## config.mk

```make
export PLATFORM = sky130hd
export DESIGN_NAME = core_ctrl
export DESIGN_NICKNAME = d
export VERILOG_FILES = /design/src/rtl/core_ctrl.sv
export SDC_FILE = /design/constraint.sdc
export NUM_CORES = 1
export LEC_CHECK = 0
export BUFFER_PORTS_ARGS = -buffer_cell sky130_fd_sc_hd__buf_2
export CORE_MARGIN = 2
export CORE_UTILIZATION = 35
export CTS_BUF_LIST = sky130_fd_sc_hd__clkbuf_2
export DETAILED_ROUTE_END_ITERATION = 8
export HOLD_SLACK_MARGIN = 0.15
export SYNTH_ARGS = -nofsm -noshare
export SYNTH_HDL_FRONTEND = slang
export SYNTH_SLANG_ARGS = --single-unit
```

## constraint.sdc

```tcl
create_clock -name clk -period 1.9 [get_ports clk]
set_clock_uncertainty 0.1 [all_clocks]
set_input_delay 0.285 -clock clk [delete_from_list [all_inputs] [get_ports clk]]
set_output_delay 0.285 -clock clk [all_outputs]
set_load 0.01 [all_outputs]
```

## src/rtl/core_ctrl.sv

```systemverilog
// Multi-cycle RV32I control sequencer: FETCH/DECODE/EXEC/MEM/WB with memory handshakes,
// illegal-opcode and memory-timeout traps, and a retired-instruction counter.
module core_ctrl #(
   parameter int TIMEOUT = 15
) (
   input  logic        clk,
   input  logic        rst,
   input  logic [6:0]  opcode,
   input  logic        br_taken,
   output logic        imem_req,
   input  logic        imem_ack,
   output logic        dmem_req,
   output logic        dmem_we,
   input  logic        dmem_ack,
   output logic        ir_we,
   output logic        pc_we,
   output logic [1:0]  pc_sel,
   output logic        alu_src_a,
   output logic        alu_src_b,
   output logic        rf_we,
   output logic [1:0]  wb_sel,
   output logic        halt,
   output logic        illegal,
   output logic        bus_err,
   output logic [2:0]  state,
   output logic [31:0] instret
);

   typedef enum logic [2:0] {
      S_FETCH  = 3'd0,
      S_DECODE = 3'd1,
      S_EXEC   = 3'd2,
      S_MEM    = 3'd3,
      S_WB     = 3'd4,
      S_TRAP   = 3'd5
   } state_t;

   localparam logic [6:0] OP_R     = 7'b0110011;
   localparam logic [6:0] OP_I     = 7'b0010011;
   localparam logic [6:0] OP_LD    = 7'b0000011;
   localparam logic [6:0] OP_ST    = 7'b0100011;
   localparam logic [6:0] OP_BR    = 7'b1100011;
   localparam logic [6:0] OP_JAL   = 7'b1101111;
   localparam logic [6:0] OP_JALR  = 7'b1100111;
   localparam logic [6:0] OP_LUI   = 7'b0110111;
   localparam logic [6:0] OP_AUIPC = 7'b0010111;
   localparam logic [7:0] WAIT_MAX = 8'(TIMEOUT);

   state_t      state_q, state_d;
   logic [7:0]  wait_q, wait_d;
   logic [31:0] instret_q, instret_d;
   logic        illegal_q, illegal_d;
   logic        bus_err_q, bus_err_d;

   logic is_r, is_i, is_ld, is_st, is_br, is_jal, is_jalr, is_lui, is_auipc, is_legal;

   always_comb begin
      is_r     = (opcode == OP_R);
      is_i     = (opcode == OP_I);
      is_ld    = (opcode == OP_LD);
      is_st    = (opcode == OP_ST);
      is_br    = (opcode == OP_BR);
      is_jal   = (opcode == OP_JAL);
      is_jalr  = (opcode == OP_JALR);
      is_lui   = (opcode == OP_LUI);
      is_auipc = (opcode == OP_AUIPC);
      is_legal = is_r | is_i | is_ld | is_st | is_br | is_jal | is_jalr | is_lui | is_auipc;
   end

   always_comb begin
      state_d   = state_q;
      wait_d    = wait_q;
      instret_d = instret_q;
      illegal_d = illegal_q;
      bus_err_d = bus_err_q;
      imem_req  = 1'b0;
      dmem_req  = 1'b0;
      dmem_we   = 1'b0;
      ir_we     = 1'b0;
      pc_we     = 1'b0;
      pc_sel    = 2'b00;
      alu_src_a = 1'b0;
      alu_src_b = 1'b0;
      rf_we     = 1'b0;
      wb_sel    = 2'b00;
      halt      = 1'b0;

      case (state_q)
         S_FETCH: begin
            imem_req = 1'b1;
            if (imem_ack) begin
               ir_we   = 1'b1;
               state_d = S_DECODE;
            end else if (wait_q == WAIT_MAX) begin
               state_d   = S_TRAP;
               bus_err_d = 1'b1;
            end else begin
               wait_d = wait_q + 8'd1;
            end
         end
         S_DECODE: begin
            if (is_legal) begin
               state_d = S_EXEC;
            end else begin
               state_d   = S_TRAP;
               illegal_d = 1'b1;
            end
         end
         S_EXEC: begin
            alu_src_a = is_auipc;
            alu_src_b = is_i | is_ld | is_st | is_jalr | is_auipc;
            if (is_ld || is_st) begin
               state_d = S_MEM;
               wait_d  = 8'd0;
            end else if (is_br) begin
               pc_we     = 1'b1;
               pc_sel    = br_taken ? 2'b01 : 2'b00;
               instret_d = instret_q + 32'd1;
               state_d   = S_FETCH;
               wait_d    = 8'd0;
            end else begin
               state_d = S_WB;
            end
         end
         S_MEM: begin
            dmem_req  = 1'b1;
            dmem_we   = is_st;
            alu_src_b = 1'b1;
            if (dmem_ack) begin
               if (is_st) begin
                  pc_we     = 1'b1;
                  instret_d = instret_q + 32'd1;
                  state_d   = S_FETCH;
                  wait_d    = 8'd0;
               end else begin
                  state_d = S_WB;
               end
            end else if (wait_q == WAIT_MAX) begin
               state_d   = S_TRAP;
               bus_err_d = 1'b1;
            end else begin
               wait_d = wait_q + 8'd1;
            end
         end
         S_WB: begin
            rf_we     = 1'b1;
            wb_sel    = is_ld ? 2'b01 : (is_jal || is_jalr) ? 2'b10 : is_lui ? 2'b11 : 2'b00;
            pc_we     = 1'b1;
            pc_sel    = is_jal ? 2'b10 : is_jalr ? 2'b11 : 2'b00;
            instret_d = instret_q + 32'd1;
            state_d   = S_FETCH;
            wait_d    = 8'd0;
         end
         S_TRAP: begin
            halt = 1'b1;
         end
         default: begin
            state_d   = S_TRAP;
            illegal_d = 1'b1;
         end
      endcase

      // Reset masks every strobe combinationally so a pending request drops at once.
      if (rst) begin
         imem_req  = 1'b0;
         dmem_req  = 1'b0;
         dmem_we   = 1'b0;
         ir_we     = 1'b0;
         pc_we     = 1'b0;
         pc_sel    = 2'b00;
         alu_src_a = 1'b0;
         alu_src_b = 1'b0;
         rf_we     = 1'b0;
         wb_sel    = 2'b00;
         halt      = 1'b0;
      end
   end

   always_ff @(posedge clk) begin
      if (rst) begin
         state_q   <= S_FETCH;
         wait_q    <= 8'd0;
         instret_q <= 32'd0;
         illegal_q <= 1'b0;
         bus_err_q <= 1'b0;
      end else begin
         state_q   <= state_d;
         wait_q    <= wait_d;
         instret_q <= instret_d;
         illegal_q <= illegal_d;
         bus_err_q <= bus_err_d;
      end
   end

   assign state   = state_q;
   assign instret = instret_q;
   assign illegal = illegal_q;
   assign bus_err = bus_err_q;

endmodule
```

# After elaboration in Yosys (flattened, before gate mapping)
# Cells that the tools add are included.
[word_totals] ff_bits=45 out_inout_bits=50 word_cells=116
[op_classes] n_addsub=2 n_eq_ne=24 muxes=61 bitwise=13 reduce_logical=11
[op_table] op="$mux 32" count=4
[op_table] op="$pmux 32 s3" count=1
[op_table] op="$mux 8" count=6
[op_table] op="$add 32x1->32 const B" count=1
[op_table] op="$pmux 8 s4" count=1
[op_table] op="$mux 1" count=28
[op_table] op="$eq 7x6->1 const B" count=3
[op_table] op="$eq 7x7->1 const B" count=3
[op_table] op="$mux 3" count=7
[op_table] op="$pmux 3 s6" count=1
[op_table] op="$mux 2" count=8
[op_table] op="$eq 7x5->1 const B" count=2
[op_table] op="$ne 2x2->1 const B" count=7
[op_table] op="$or 1x1->1" count=12
[op_table] op="$add 8x1->8 const B" count=1
[op_table] op="$eq 8x4->1 const B" count=1
[op_table] op="$eq 7x2->1 const B" count=1
[op_table] op="$eq 3x2->1 const B" count=2
[op_table] op="$eq 3x3->1 const B" count=2
[op_table] op="$ne 3x3->1 const B" count=2
[op_table] op="$pmux 1 s2" count=3
[op_table] op="$reduce_and 5->1" count=1
[op_table] op="$reduce_or 5->1" count=1
[op_table] op="$pmux 2 s2" count=1
[op_table] op="11 further kinds" count=12

# Longest topological paths before layout
# Gate-level depths: netlist of the first run.
[logic_depth] word_depth=11 depth_mapped=7

# Worst setup path before layout of the first run
# No wires, ideal clock.
[synth_timing] path_kind="register to register" startpoint="register wait_q[0]" endpoint="register wait_q[1]" t_arrival_ns=1.871 path_slack_ns=-0.189 stages_incl_launch_ff=7 cell_sequence="dfxtp_1 ha_1 nand4b_1 nor4_1 and3b_1 clkbuf_1 a32o_1"
[synth_via] elab_chain_cells=4 word_cells_on_any_way=6
[synth_rtl] element="start, declared" line_no="50" rtl="logic [7:0] wait_q, wait_d;"
[synth_rtl] element="start signal, assigned" line_no="188" rtl="wait_q <= wait_d;"
[synth_rtl] element="$add 8x1->8 or $eq 8x4->1 (tied branches)"
[synth_rtl] element="$mux 8 *" line_no="94, 138"
[synth_rtl] element="$mux 8, on equally long branches" line_no="129, 91"
[synth_rtl] element="$pmux 8 s4 *" line_no="88" rtl="case (state_q)"
# Every way passes the cells marked *; elsewhere a longest branch is shown, timed or not. The select of a mux whose other input is x is not followed.
# A chain may end at the register's enable or synchronous reset.

# Final worst setup path of the first run
[layout_timing] startpoint="register state_q[0], in the netlist state[0]" endpoint="output port pc_we"
[layout_via] elab_chain_cells=3 word_cells_on_any_way=5
[layout_rtl] element="start, declared" line_no="49" rtl="state_t state_q, state_d;"
[layout_rtl] element="start signal, assigned" line_no="187" rtl="state_q <= state_d;"
[layout_rtl] element="$eq 3x3->1 or $eq 3x2->1 (tied branches)" line_no="88"
[layout_rtl] element="$pmux 1 s3 *" line_no="88"
[layout_rtl] element="$mux 1 *" line_no="164" rtl="if (rst) begin"
[layout_rtl] element="end, declared" line_no="16" rtl="output logic pc_we,"
# Every way passes the cells marked *; elsewhere a longest branch is shown, timed or not.

==> impl_metrics.json, run 1 <==
{
  "power.net_switching_uw": 576,
  "critPathTopFamily": "flip-flops",
  "nNetsFinal": 491,
  "period_minus_slack_ns": 2.18,
  "place.gp.congestion": 0.928,
  "fp.dieW_um": 91.6,
  "p_total_mw": 2.00,
  "clkPwrFrac_pct": 26.1,
  "max_freq_mhz": 458,
  "cp_max_fo": 4,
  "route.antenna.remaining_nets": 0,
  "clk_path_buf_depth": 2,
  "seq_area_frac_synth_pct": 33.6,
  "htreeDepth": 2,
  "antenna_found_initial": 0,
  "insertedDiodeCount": 0,
  "grt_overflow": 0,
  "track_usage_pct": 19.3,
  "fin_crit_sh_pct": 115,
  "p_int_mw": 1.43,
  "wl_mm": 8.57,
  "start_util_pct": 36.6,
  "synth_warnings": 0,
  "detailedPlace.worstSlack_ns": -0.316,
  "status": "finished, violations left",
  "core-area_um2": 7330,
  "die_h_um": 91.6,
  "report.final.slew_viol_count": 0,
  "reg2reg_from": "state[1]",
  "p_per_area_nw_per_um2": 473,
  "drt_iter0_drc": 149,
  "wl_per_cell_um": 14.9,
  "ys_ff_latch": 45,
  "synthesis.nets": 350,
  "r2r_slack_ns": -0.24,
  "worstSetupPathType": "reg2out",
  "drive_gt1_share_pct": 47.8,
  "crit_end": "pc_we",
  "setup_viol": 35,
  "dp_hpwl_mm": 6.09,
  "synth.distinct_cells": 63,
  "grt_pass1_wl_mm": 13.5,
  "r2r_cells": 7,
  "cellLeakagePower_nw": 1.73,
  "min_from": "rst",
  "grt_pass1_vias": 2846,
  "synthCells": 336,
  "root_buffer": "clkbuf_2",
  "syn_area_um2": 2690,
  "clk_pin_slew_ns": 0.22,
  "dp_cells": 548,
  "slowest_delay_ns": 0.42,
  "critPathLaunch": "state[0]",
  "path_depth": 6,
  "pwr-share-comb_pct": 24.9,
  "final_area_um2": 4240,
  "worstSkewPairLatency_ns": 0.42,
  "num_io_pins": 62,
  "tritoncts": "yes",
  "worstPathArrival_ns": 1.80,
  "slowest_stage": "dfxtp_4",
  "yosysMostFrequentCell": "dfxtp_1",
  "ys_top_cells_by_count": "dfxtp_1, nor2_1, nand2_1, o21ai_0, a21oi_1",
  "cp_num_buf_inv": 3,
  "die_area_um2": 8390,
  "r2r-end": "instret[31]",
  "whs_ns": 0.245,
  "irDropWorstVdd_uv": 516,
  "grt_max_degree": 22,
  "netlist.area_leader.share_pct": 33.6,
  "layoutNonFillerInstCount": 576,
  "syn_to_final_growth_pct": 57.8,
  "swShare_pct": 28.8,
  "yosys.area.top_type": "dfxtp_1",
  "setup.worst_path.end_class": "primary output",
  "nFillCells": 653,
  "fp-row-count": 31,
  "drc_errors": 0,
  "hold_viol": 0,
  "vias": 3216,
  "p_seq_share_pct": 49.0,
  "synth_edf_count": 0,
  "worst_slack_ns": -0.281,
  "avgViaCountPerCell": 5.58,
  "slew_headroom_pct": 65.7,
  "cts_sinks": 45,
  "required_ns": 1.51,
  "ys.flop_type": "dfxtp_1",
  "synth.avg_cell_area_um2": 7.99,
  "cp_cell_sequence": "buf_6 -> and4b_1 -> buf_4 -> nand4_1 -> a221oi_2 -> buf_2",
  "start_kind": "flop",
  "rsz0062_at_grt": "yes",
  "ys_top_cells_by_area": "dfxtp_1, o21ai_0, nor2_1, a21oi_1, or3_1",
  "cts_made_buffers": 5,
  "max_cap_violations": 0,
  "async_flop_share_pct": 0,
  "port_buffers": 61,
  "worst_pin_slew_ns": 0.512,
  "firstDrtPassIters": 4,
  "place_area_um2": 3630,
  "min_path_type": "in2reg",
  "violations": "setup timing"
}
==> final cells by class <==
cell class                 instances  area, um^2  share of cell area (%)
multi-input combinational        262        2030                    47.8
timing repair buffer             155        1080                    25.5
sequential                        45         918                    21.7
tap                               99         124                    2.92
clock inverter                     2        35.0                   0.827
inverter                           8        30.0                   0.709
clock buffer                       5        25.0                   0.590
==> sequential cells by signal, indices dropped and copies added (netlist names) <==
signal and flops:
wait_q 8, instret 32, bus_err 1, illegal 1, state 3
==> power by group through the flow <==
stage / Sequential [mW] / Clock [mW] / Combinational, mW
floorplan: 1.01 / 0 / 0.188
global placement: 1.00 / 0 / 0.350
detailed placement: 1.00 / 0 / 0.354
CTS: 0.980 / 0.531 / 0.450
global route: 0.985 / 0.565 / 0.531
finish: 0.981 / 0.523 / 0.498
==> metal layers <==
metal / vias to the layer above / routed length [um] / GRT usage [%]
met2: 73 / 4340 / 32.2
met5: - / 0 / 0
li1: 1570 / - / -
met4: 0 / 78 / 4.42
met1: 1561 / 3810 / 26.1
met3: 12 / 332 / 2.99
==> what timing repair did <==
action	in CTS	in global routing
endpoints found under the setup margin	42	52
setup buffers	17	9
pin swaps	40	31
gates resized for setup	55	44
endpoints found under the hold margin	0	1
hold buffers	0	1
==> placed cells by master (no fill, tap or decap), types with 5 or more instances in the layout <==
cell type	count
buf_4	77
buf_2	60
dfxtp_1	37
nor2_1	25
nand2_1	20
buf_6	17
or3_1	14
o21ai_0	14
a21oi_1	12
nand3_1	10
nand4_1	10
inv_1	8
nor2b_1	7
o21a_1	7
a21oi_2	7
nor3_1	6
and3_1	6
xor2_1	6
nor4_1	5
o211ai_1	5
o21ai_1	5
a32o_1	5
clkbuf_2	5
dfxtp_2	5
==> cell families after synthesis <==
logic type	after synthesis	share of synthesized area [%]
simple gates	149	31.4
buf+inv	29	4.33
compound gates	99	25.8
mux	1	0.373
flops	45	33.6
xor+xnor	11	3.59
fa+ha+maj	2	0.932
==> worst min path at each step <==
stage | endpoint | slack, ns | depth (start not counted)
finish | state[0] | 0.25 | 2
global placement | bus_err | 0.36 | 2
detailed placement | bus_err | 0.38 | 2
floorplan | instret[10] | 0.39 | 2
global route | state[2] | 0.24 | 2
CTS | state[2] | 0.15 | 4
==> through the flow <==
stage	util, %	TNS (ns)
3_3_place_gp	49.6	-5.80
3_5_place_dp	49.6	-6.71
2_1_floorplan	-	-0.242
6_report	57.8	-4.81
5_1_grt	57.8	-8.09
4_1_cts	54.9	-4.78
Note: power is estimated with default switching activity, not from simulation.
==> run 2, diff against run 1 <==
- CAP_MARGIN: unset -> 20
- CORE_MARGIN: 2 -> 3
==> run 2 against run 1 <==
Sequential share of layout area increased by 0.16 points. Largest power group unchanged. Core utilization decreased by 0.27 points. Global-route usage is essentially flat. Design area decreased by 0.47%. Total power decreased by 2.6%. Clock power down 14%. First-iteration DRC count decreased by 6.7%. The flow still finishes with violations (setup timing). Hold slack got worse by 0.053 ns. Fmax decreased by 3.0%. Count of clock-buffer cells in the layout is the same. Non-clock buffer count is 4 lower. Critical endpoint unchanged. Worst setup slack got worse by 0.068 ns.
==> impl_metrics.json, run 2 (same netlist as run 1, synthesis figures left out) <==
{
  "r2r-end": "instret[31]",
  "grt_pass1_vias": 2971,
  "insertedDiodeCount": 0,
  "worstSkewPairLatency_ns": 0.45,
  "detailedPlace.worstSlack_ns": -0.294,
  "layoutNonFillerInstCount": 573,
  "avgViaCountPerCell": 5.58,
  "drt_iter0_drc": 139,
  "cp_max_fo": 4,
  "r2r_slack_ns": -0.28,
  "num_io_pins": 62,
  "nFillCells": 650,
  "place_area_um2": 3610,
  "nNetsFinal": 487,
  "hold_viol": 0,
  "final_common_cell": "buf_4",
  "route.antenna.remaining_nets": 0,
  "largest_register_ffs": 32,
  "period_minus_slack_ns": 2.25,
  "fp.dieW_um": 93.6,
  "rsz0062_at_grt": "yes",
  "cellLeakagePower_nw": 1.68,
  "p_total_mw": 1.95,
  "wl_mm": 8.87,
  "worst_pin_slew_ns": 0.518,
  "report.final.slew_viol_count": 0,
  "firstDrtPassIters": 4,
  "syn_to_final_growth_pct": 57.1,
  "critPathLaunch": "state[1]",
  "core-area_um2": 7330,
  "clk_pin_slew_ns": 0.23,
  "cts_sinks": 45,
  "worstPathArrival_ns": 1.86,
  "fin_crit_sh_pct": 118,
  "worstSetupPathType": "reg2out",
  "clk_path_buf_depth": 2,
  "start_kind": "flop",
  "setup_viol": 46,
  "holdPathStages": 2,
  "tritoncts": "yes",
  "die_h_um": 93.6,
  "irDropWorstVdd_uv": 379,
  "port_buffers": 61,
  "min_path_type": "in2reg",
  "slew_headroom_pct": 65.3,
  "max_freq_mhz": 445,
  "die_area_um2": 8760,
  "drc_errors": 0,
  "htreeDepth": 2,
  "worst_slack_ns": -0.349,
  "reg2reg_from": "state[1]",
  "grt_pass1_wl_mm": 13.9,
  "timing.setup.tns_ns": -5.83,
  "r2r_cells": 7,
  "drive_gt1_share_pct": 46.8,
  "wl_per_cell_um": 15.5,
  "track_usage_pct": 19.3,
  "dp_hpwl_mm": 6.10,
  "p_per_area_nw_per_um2": 462,
  "whs_ns": 0.192,
  "grt_overflow": 0,
  "grt_max_degree": 35,
  "setup.worst_path.end_class": "primary output",
  "final_area_um2": 4220,
  "hold_path_end": "wait_q[3]",
  "cts_made_buffers": 5,
  "final_cell_mix": "buf_4, buf_2, dfxtp_1",
  "vias": 3195,
  "antenna_found_initial": 0,
  "fin_util_pct": 57.5,
  "status": "finished, violations left",
  "root_buffer": "clkbuf_2",
  "fp-row-count": 31,
  "min_from": "rst",
  "max_cap_violations": 0,
  "required_ns": 1.51,
  "place.gp.congestion": 0.862,
  "dp_cells": 545,
  "violations": "setup timing",
  "start_util_pct": 36.6
}
## run 2: layout make-up
cell class | count | area (um^2) | share of cell area, %
Timing Repair Buffer | 151 | 1080 | 25.6
Clock inverter | 3 | 25.0 | 0.593
Clock buffer | 5 | 25.0 | 0.593
Multi-Input combinational cell | 262 | 2010 | 47.8
Sequential cell | 45 | 921 | 21.8
Tap cell | 99 | 124 | 2.94
Inverter | 8 | 30.0 | 0.712
## run 2: power breakdown
part	internal (mW)	switching [mW]
Combinational	0.258	0.258
Clock	0.0980	0.352
Sequential	0.966	0.0189
## run 2: worst max-delay path by stage
stage,to
detailed placement,instret[31]
global placement,instret[24]
finish,pc_we
CTS,pc_we
global route,pc_sel[1]
floorplan,instret[14]
## run 2: what timing repair did
action | 4_1_cts | 5_1_grt
endpoints found under the setup margin | 43 | 53
pin swaps | 33 | 27
gates resized for setup | 47 | 47
hold endpoints to repair | 3 | 0
gates cloned | 1 | 0
buffers inserted | 12 | 8
hold buffers | 2 | 0
## run 2: metal layers
metal  routed length, um  vias to the layer above  global-route usage (%)
met5                   0                        -                       0
met4                 148                        0                    5.54
met3                 356                       15                    3.78
met2                4420                       62                    33.0
met1                3950                     1565                    24.5
li1                    -                     1553                       -
## run 2: worst max-delay path, cell delays in order (launching register included)
cell and delay, ns:
dfxtp_4 0.42, or3b_4 0.44, o41a_1 0.15, a221oi_2 0.26, buf_2 0.18
